<file path="src/rtl/fir_ch_scheduler.sv">
// fir_ch_scheduler: round-robin sharing of one FIR engine between NUM_CH channels,
// with per-channel config slots, a fixed load/start sequence and a run watchdog.
module fir_ch_scheduler #(
   parameter int unsigned NUM_CH  = 4,
   parameter int unsigned ADDR_W  = 8,
   parameter int unsigned LEN_W   = 8,
   parameter int unsigned TIMEOUT = 1024,
   localparam int unsigned CW     = (NUM_CH > 1) ? $clog2(NUM_CH) : 1
) (
   input  logic              clk,
   input  logic              rst,
   input  logic [NUM_CH-1:0] req,
   input  logic              cfg_wr,
   input  logic [CW-1:0]     cfg_ch,
   input  logic [ADDR_W-1:0] cfg_probki_base,
   input  logic [ADDR_W-1:0] cfg_wsp_base,
   input  logic [LEN_W-1:0]  cfg_len,
   output logic              fir_start,
   output logic              fir_abort,
   input  logic              fir_done,
   output logic [ADDR_W-1:0] fir_probki_base,
   output logic [ADDR_W-1:0] fir_wsp_base,
   output logic [LEN_W-1:0]  fir_len,
   output logic [NUM_CH-1:0] grant,
   output logic [NUM_CH-1:0] ch_done,
   output logic [NUM_CH-1:0] ch_err,
   output logic              pracuje
);

   localparam int unsigned WD_W = $clog2(TIMEOUT + 1);

   typedef struct packed {
      logic [ADDR_W-1:0] probki_base;
      logic [ADDR_W-1:0] wsp_base;
      logic [LEN_W-1:0]  len;
   } slot_t;

   typedef enum logic [2:0] {
      IDLE, ARB, LOAD, START_S, RUN, FINISH, ABORT
   } state_t;

   state_t            state_q, state_d;
   logic [NUM_CH-1:0] pending_q, pending_d;
   logic [CW-1:0]     rr_q, rr_d;
   logic [CW-1:0]     win_q, win_d;
   logic [WD_W-1:0]   wd_q, wd_d, wd_inc;
   slot_t             slots_q [NUM_CH];
   slot_t             fir_q, fir_d;
   logic [NUM_CH-1:0] grant_d, ch_done_d, ch_err_d;
   logic              fir_start_d, fir_abort_d, pracuje_d;
   logic [CW-1:0]     arb_idx;

   // Channel index base+off, wrapped modulo NUM_CH (both operands already < NUM_CH).
   function automatic logic [CW-1:0] wrap_add(input logic [CW-1:0] base, input int unsigned off);
      int unsigned sum;
      sum = 32'(base) + off;
      if (sum >= NUM_CH) sum = sum - NUM_CH;
      return CW'(sum);
   endfunction

   function automatic logic [NUM_CH-1:0] onehot(input logic [CW-1:0] idx);
      logic [NUM_CH-1:0] v;
      v      = '0;
      v[idx] = 1'b1;
      return v;
   endfunction

   // Round-robin pick: scan from the farthest offset down so the nearest pending channel wins.
   always_comb begin
      arb_idx = rr_q;
      for (int unsigned i = NUM_CH; i > 0; i--) begin
         if (pending_q[wrap_add(rr_q, i - 1)]) arb_idx = wrap_add(rr_q, i - 1);
      end
   end

   // Next-state and next-output logic; outputs are registered from these values.
   always_comb begin
      state_d     = state_q;
      pending_d   = pending_q | req;
      rr_d        = rr_q;
      win_d       = win_q;
      wd_d        = wd_q;
      wd_inc      = wd_q + WD_W'(1);
      fir_d       = fir_q;
      grant_d     = grant;
      fir_start_d = 1'b0;
      fir_abort_d = 1'b0;
      ch_done_d   = '0;
      ch_err_d    = '0;
      unique case (state_q)
         IDLE: begin
            if (|pending_q) begin
               state_d = ARB;
               win_d   = arb_idx;
               grant_d = onehot(arb_idx);
            end
         end
         ARB: begin
            // A fresh req from the winner in this cycle survives the clear.
            pending_d = (pending_q & ~onehot(win_q)) | req;
            state_d   = LOAD;
         end
         LOAD: begin
            fir_d = slots_q[win_q];
            if (slots_q[win_q].len == '0) begin
               state_d   = FINISH;
               ch_done_d = onehot(win_q);
            end else begin
               state_d     = START_S;
               fir_start_d = 1'b1;
            end
         end
         START_S: begin
            wd_d    = '0;
            state_d = RUN;
         end
         RUN: begin
            wd_d = wd_inc;
            if (fir_done) begin
               state_d   = FINISH;
               ch_done_d = onehot(win_q);
            end else if (wd_inc == WD_W'(TIMEOUT - 1)) begin
               state_d     = ABORT;
               fir_abort_d = 1'b1;
               ch_err_d    = onehot(win_q);
            end
         end
         FINISH, ABORT: begin
            state_d = IDLE;
            rr_d    = wrap_add(win_q, 1);
            grant_d = '0;
         end
         default: state_d = IDLE;
      endcase
      pracuje_d = (state_d != IDLE);
   end

   // State, control and output registers.
   always_ff @(posedge clk) begin
      if (rst) begin
         state_q   <= IDLE;
         pending_q <= '0;
         rr_q      <= '0;
         win_q     <= '0;
         wd_q      <= '0;
         fir_q     <= '0;
         grant     <= '0;
         fir_start <= 1'b0;
         fir_abort <= 1'b0;
         ch_done   <= '0;
         ch_err    <= '0;
         pracuje   <= 1'b0;
      end else begin
         state_q   <= state_d;
         pending_q <= pending_d;
         rr_q      <= rr_d;
         win_q     <= win_d;
         wd_q      <= wd_d;
         fir_q     <= fir_d;
         grant     <= grant_d;
         fir_start <= fir_start_d;
         fir_abort <= fir_abort_d;
         ch_done   <= ch_done_d;
         ch_err    <= ch_err_d;
         pracuje   <= pracuje_d;
      end
   end

   // Per-channel config slots; writes to out-of-range channels are dropped.
   always_ff @(posedge clk) begin
      if (rst) begin
         for (int unsigned i = 0; i < NUM_CH; i++) slots_q[i] <= '0;
      end else if (cfg_wr && (32'(cfg_ch) < NUM_CH)) begin
         slots_q[cfg_ch] <= '{probki_base: cfg_probki_base,
                              wsp_base:    cfg_wsp_base,
                              len:         cfg_len};
      end
   end

   assign fir_probki_base = fir_q.probki_base;
   assign fir_wsp_base    = fir_q.wsp_base;
   assign fir_len         = fir_q.len;

endmodule

</file>
<file path="config.mk">
export PLATFORM = sky130hd
export DESIGN_NAME = fir_ch_scheduler
export DESIGN_NICKNAME = d
export VERILOG_FILES = /design/src/rtl/fir_ch_scheduler.sv
export SDC_FILE = /design/constraint.sdc
export NUM_CORES = 1
export LEC_CHECK = 0
export ABC_AREA = 1
export CAP_MARGIN = 20
export CORE_MARGIN = 3
export CORE_UTILIZATION = 35
export DETAILED_ROUTE_END_ITERATION = 16
export PLACE_DENSITY = 0.58
export SLEW_MARGIN = 20
export SYNTH_ARGS = -nofsm -noshare
export SYNTH_HDL_FRONTEND = slang
export SYNTH_SLANG_ARGS = --single-unit
</file>
<file path="constraint.sdc">
create_clock -name clk -period 4 [get_ports clk]
set_input_delay 0.8 -clock clk [delete_from_list [all_inputs] [get_ports clk]]
set_output_delay 0.8 -clock clk [all_outputs]
set_load 0.01 [all_outputs]
</file>
==> Word-level counts from Yosys, hierarchy flattened <==
Memory sizes are Yosys's and may differ from the RTL's. A register that Yosys moved wholly into a read port is not among the register bits.
Cells that the tools add are included.
W data, S select, Z words.
{ "classes": {"addsub": 10, "n_mul": 0, "n_div": 0, "n_lt_le_gt_ge": 13, "eq_ne": 8, "shift": 0, "n_mux": 45, "bitwise": 7, "reduce_logical": 15} }
{ "ops": {"columns": ["operator", "n"], "rows": [
  ["$mux W2", 12],
  ["$mux W24", 1],
  ["$reduce_or A24 Y1", 1],
  ["$pmux W11 S2", 1],
  ["$lt A2 B3 Y1 const B", 6],
  ["$mux W4", 4],
  ["$pmux W4 S2", 2],
  ["$pmux W3 S5", 1],
  ["$mux W1", 14],
  ["$ge A3 B3 Y1 const B", 4],
  ["$mux W3", 4],
  ["$add A11 B1 Y11 const B", 1],
  ["$eq A11 B10 Y1 const B", 1],
  ["$sub A2 B1 Y2 const B", 5],
  ["$eq A3 B3 Y1 const B", 3],
  ["$bmux W1 S2", 4],
  ["$logic_not A8 Y1", 1],
  ["$or A4 B4 Y4", 2],
  ["$reduce_or A4 Y1", 2],
  ["$add A2 B1 Y3 const B", 2],
  ["$add A2 B2 Y3 const B", 2],
  ["$eq A3 B2 Y1 const B", 2],
  ["$and A4 B4 Y4", 1],
  ["$demux W1 S2", 2],
  ["other kinds (13)", 20]
]} }
{ "word_totals": {"regBits": 61, "latchBits": 0, "mem_bits_rw": 96, "rom_bits": 0, "in_bits": 34, "out_inout_bits": 39, "word_cells": 113, "memories": 1} }
{ "mem_list": {"columns": ["memory", "words", "width", "read_ports", "rd_clocked_by_memory_dff", "write_ports", "line", "rtl"], "rows": [
  ["slots_q", 4, 24, 1, 1, 4, "47", "slot_t slots_q [NUM_CH];"]
]} }

==> Logic depth before layout (Yosys ltp) <==
Gate-level depths: netlist of the first run.
{ "depth": {"ltp_word": 15, "mapped_depth": 13} }

==> Worst setup path after synthesis of the first run <==
Ideal clock, no wire load.
{ "synth_timing": {"path_kind": "input port to flip-flop", "startpoint": "input port cfg_ch[1]", "endpoint": "memory slots_q[2][0] in the netlist's numbering (enable)", "setup_time_ns": 0.438, "arrival_ns": 2.739, "slack_ns": 0.822, "path_stages": 4, "path_cell_list": "inv_1 > nor2_1 > inv_1 > o21ai_0"} }
{ "synth_lines": {"columns": ["element", "line", "rtl"], "rows": [
  ["from (decl)", "14", "input logic [CW-1:0] cfg_ch,"],
  ["to (decl)", "47", null]
]} }

==> impl_metrics.yaml, run 1 <==
outcome:
  status: "completed"
final_layout:
  fin_area_mm2: 0.00859
  n_antenna_cell: 0
  area_delta_synth_final_pct: 22.7
  layout_common_cells: "nand2_1, nor2_1, edfxtp_1, inv_1, clkdlybuf4s50_1"
  layout-drive-gt1-share_pct: 7.64
  fin_util_pct: 44.0
  final_common_cell: "nand2_1"
  nets: 891
synthesis:
  ys_top_cells_by_area: "edfxtp_1, dfxtp_1, nand2_1"
  synth_top_area_share_pct: 41.2
  synth_nets: 824
  syn_inst: 784
  yosysTopAreaCell: "edfxtp_1"
  syn_avg_cell_area_um2: 8.93
  ys_types: 32
  yosysWarnings: 0
  syn-cell-area_mm2: 0.00700
  yosys_register_bits: 159
  seq_area_frac_synth_pct: 59.2
critical_path:
  r2r_start: "state_q[0]"
  cp_max_fo: 25
  required_ps: 4090
  cp-end-kind: "flop"
  critPathArrivalTime_ps: 2430
  crit_path_start: "cfg_ch[1]"
  crit_type: "in -> reg"
  worstSetupStartpointType: "input port"
floorplan:
  fp-row-count: 51
  initial_core_util_pct: 35.8
  io_pins: 73
  die_h_um: 147
  die_width_um: 147
  fp.dieArea_mm2: 0.0217
  core_mm2: 0.0195
detailed_routing:
  vias: 5211
  drcViolationCount: 0
  via_per_inst: 4.62
  drt_iter0_drc: 332
  drt-total-wl_um: 16400
  first_pass_iters: 4
  avgRoutedWirePerCell_um: 14.5
  drt.antenna.violating_nets: 0
place:
  dpl_cell_area_mm2: 0.00801
  portBuffers: 72
  dp_hpwl_um: 10600
  dp_worst_setup_slack_ps: 1190
  place_congestion: 0.791
sta:
  setup_tns_ps: 0
  max_slew_margin_pct: 35.8
  tightest_slew_ps: 960
  fin_skew_ps: 9.87
  rsz0062_at_grt: "no"
  maxSlewViolCount: 0
  fin_crit_sh_pct: 58.5
  fmaxAchievable_mhz: 428
  finalWorstSetupSlack_ps: 1660
  setup_viol: 0
  hold_violations: 0
  min_period_ps: 2340
clocking:
  cts_buffer_depth: 2
  cts_made_buffers: 17
  cts_sinks: 159
  hold_buffers: 0
  cts-resized-gates: 0
  cts_tree: "done"
  clock_latency_ps: 430
  clkTransAtPathRegs_ps: 60
  root_buffer: "clkbuf_16"
  post_cts_buffers: 0
  htreeDepth: 4
global_routing:
  grt_pass1_wl_um: 26800
  grt_start_max_net_pins: 49
  grt_pass1_vias: 5093
  antenna_found_initial: 0
  overflow: 0
  grt.total_usage_pct: 15.6
power_and_ir_drop:
  p_int_uw: 3230
  p_leak_uw: 0.00347
  pwr-share-seq_pct: 43.2
  switching_share_pct: 29.8
  p_sw_uw: 1370
  combinationalPowerShare_pct: 22.1
  peakVddDrop_uv: 300
  clkPwrFrac_pct: 34.7
  power_density_mw_per_mm2: 536
worst_hold_path:
  hold_path_class: "reg -> reg"
  hold_start: "grant[3]"
job:
  drv_cap: 0
## power groups by stage
stage	Sequential (uW)	Combinational, uW	Clock [uW]
after floorplan	2040	601	0
after global placement	2020	1020	0
after detailed placement	2020	1030	0
after CTS	1990	1030	1630
after global routing	2010	1150	1700
final	1990	1020	1600
## metal layers
layer	track usage [%]	part of all wire, %	vias to the layer above	wire length [um]
met4	4.80	0.42	0	68
li1	-	-	2717	-
met1	21.3	48	2389	7810
met2	24.7	47	103	7690
met3	3.83	4.8	2	786
met5	0	0	-	0
## sequential cells by signal (all words and copies together), names as in the netlist, named ones only
register         count
ch_err               4
slots_q             96
rr_q                 2
fir_probki_base      8
grant                4
fir_len              8
pending_q            4
pracuje              1
fir_start            1
fir_abort            1
wd_q                11
state_q              3
win_q                2
fir_wsp_base         8
ch_done              4
## worst paths after layout
kind	endpoint	slack (ps)	cells past startpoint
setup / recovery	slots_q[2][1]	1660	6
hold / removal	grant[3]	470	2
setup reg to reg	pracuje	1950	9
hold reg to reg	grant[3]	470	2
## stage by stage
stage	instances	total power, uW	hold WS [ps]
6_report	1129	4600	467
2_1_floorplan	784	2640	452
3_5_place_dp	1097	3060	458
4_1_cts	1129	4650	467
3_3_place_gp	1097	3050	458
5_1_grt	1129	4850	493
## worst max-delay path, stage by stage
cell and delay (ps):
clkdlybuf4s50_1 480, inv_1 80, nor2_1 100, inv_1 360, o21ai_2 240, buf_4 340
## synth_stat cells, drive strengths merged
cell    count
a21boi      1
a21oi      35
a31oi       1
buf        18
clkbuf     20
dfxtp      63
edfxtp     96
ha          6
inv        95
nand2     139
nand3      41
nand3b      3
nand4       4
nor2      128
nor3       30
o21ai      68
o21bai     17
o22ai      16
o31ai       1
or2         1
xor2        1
## final cells by class
cell class              instances  area (um^2)
repair buffers                 86          826
flip-flops and latches        159         4140
well taps                     265          332
clock inverters                10          114
clock buffers                  22          464
inverters                      95          357
fillers                      1903        10900
multi-input cells             492         2350
## kinds of logic (layout without fill, tap and decap cells)
group,count (synthesis),count (layout),share of synthesized area (%)
buffers and inverters,133,213,7.44
xor gates and xnor gates,1,1,0.125
adders and majority gates,6,6,1.07
and+or+nand+nor,346,346,21.2
DFF,159,159,59.2
AOI/OAI and AO/OA,139,139,11.0
No activity file was read; power rests on OpenSTA's default activity.
==> inputs of run 2 (changes only) <==
==> constraint.sdc (replaced) <==
create_clock -name clk -period 2.4 [get_ports clk]
set_input_delay 0.48 -clock clk [delete_from_list [all_inputs] [get_ports clk]]
set_output_delay 0.48 -clock clk [all_outputs]
set_load 0.01 [all_outputs]
==> run 2 against run 1 <==
Effect of this change: non-clock buffer count up 6; count of clock-buffer cells in the layout decreased by 5; critical path depth shrank 5; die area is the same; cell count is 0.53% higher; first-iteration DRC count is 9.6% higher; register-to-register slack got worse by 1300 ps; combinational power up 71%; flip-flop and latch count is the same; total power up 66%; via count rose by 4.5%; critical path type is now reg -> out; largest power group unchanged.
==> impl_metrics.yaml, run 2 (same netlist as run 1, synthesis figures left out) <==
outcome:
  status: "completed"
power_and_ir_drop:
  combinationalPowerShare_pct: 22.8
  p_leak_uw: 0.00351
  pwr-share-seq_pct: 43.6
  clkPwrFrac_pct: 33.6
  p_int_uw: 5270
  peakVddDrop_uv: 364
  power_density_mw_per_mm2: 880
  p_sw_uw: 2360
  switching_share_pct: 30.9
critical_path:
  cp-end-kind: "primary output"
  required_ps: 1920
  path_buf_inv: 1
  cp_slowest_cell: "clkdlybuf4s50_1"
  worstSetupStartpointType: "flop"
  cp_slowest_stage_delay_ps: 550
  path_delay_family: "buffers and inverters"
  crit_type: "reg -> out"
  cp.depth: 1
  critPathArrivalTime_ps: 1340
  cp_max_fo: 2
  path_cells: "clkdlybuf4s50_1"
  r2r_setup_slack_ps: 620
  r2r_cells: 12
sta:
  setup_tns_ps: 0
  maxSlewViolCount: 0
  setup_viol: 0
  rsz0062_at_grt: "no"
  fin_skew_ps: 7.54
  min_period_ps: 1820
  tightest_slew_ps: 547
  fin_crit_sh_pct: 75.8
  finalWorstSetupSlack_ps: 580
  hold_violations: 0
  timing.hold.ws_ps: 466
  fmaxAchievable_mhz: 549
  max_slew_margin_pct: 63.5
place:
  dp_worst_setup_slack_ps: 251
  place_congestion: 0.799
  dp_hpwl_um: 11000
  portBuffers: 72
floorplan:
  initial_core_util_pct: 35.8
  fp.dieArea_mm2: 0.0217
  fp-row-count: 51
  die_h_um: 147
  die_width_um: 147
  core_mm2: 0.0195
  io_pins: 73
clocking:
  post_cts_buffers: 0
  clock_latency_ps: 420
  cts_made_buffers: 17
  clkTransAtPathRegs_ps: 60
  cts_tree: "done"
  cts_sinks: 159
  hold_buffers: 0
  root_buffer: "clkbuf_16"
  htreeDepth: 4
  cts_buffer_depth: 2
  cts-resized-gates: 0
final_layout:
  fin_util_pct: 44.4
  n_antenna_cell: 0
  top_register: "slots_q"
  final_common_cell: "nand2_1"
  reg_top3: "slots_q x96, wd_q x11"
  nets: 897
  layout-drive-gt1-share_pct: 8.74
  area_delta_synth_final_pct: 23.8
  largest_reg_flops: 96
  n_fill_cell: 1951
  layout_common_cells: "nand2_1, nor2_1, edfxtp_1, inv_1, clkdlybuf4s50_1"
detailed_routing:
  avgRoutedWirePerCell_um: 14.7
  first_pass_iters: 5
  drt_iter0_drc: 364
  via_per_inst: 4.80
  drt.antenna.violating_nets: 0
  drt-total-wl_um: 16700
  drcViolationCount: 0
  vias: 5444
job:
  drv_cap: 0
worst_hold_path:
  whs_path_depth: 2
  hold_path_class: "reg -> reg"
global_routing:
  grt.total_usage_pct: 15.9
  antenna_found_initial: 0
  grt_start_max_net_pins: 49
  grt_pass1_vias: 5255
  overflow: 0
  grt_pass1_wl_um: 27200
==> run 2: path summary, 6_finish.rpt <==
check                                   startpoint                  to
worst max register to register                flop          ch_done[3]
worst min-delay path                      grant[2]            grant[2]
worst min register to register            grant[2]            grant[2]
worst max-delay path            fir_probki_base[3]  fir_probki_base[3]
==> run 2: through the flow <==
step           cells  total power, uW  cell area [um^2]
3_5_place_dp    1103             5130              8110
2_1_floorplan    784             4410              7000
4_1_cts         1135             7700              8670
5_1_grt         1135             8030              8670
3_3_place_gp    1103             5120              8110
6_report        1135             7630              8670
==> run 2: metal layers <==
| layer | up-vias | track usage [%] | part of all wire, % |
|---|---|---|---|
| met5 | - | 0 | 0 |
| li1 | 2735 | - | - |
| met1 | 2545 | 21.3 | 48 |
| met4 | 0 | 5.22 | 1.5 |
| met2 | 144 | 25.5 | 46 |
| met3 | 20 | 3.74 | 5.1 |
==> run 2: cell type report <==
type                       count  area, um^2  area share, %
tap                          265         332           3.83
clock inverter                15         135           1.56
multi-input combinational    492        2350           27.1
inverter                      95         357           4.11
clock buffer                  17         425           4.91
sequential                   159        4140           47.8
timing repair buffer          92         921           10.6
==> run 2: power by group through the flow <==
stage	Sequential, uW	Combinational [uW]	Clock (uW)
2_1_floorplan	3400	1000	0
3_3_place_gp	3380	1740	0
3_5_place_dp	3380	1750	0
4_1_cts	3330	1760	2610
5_1_grt	3360	1940	2740
6_report	3320	1740	2560
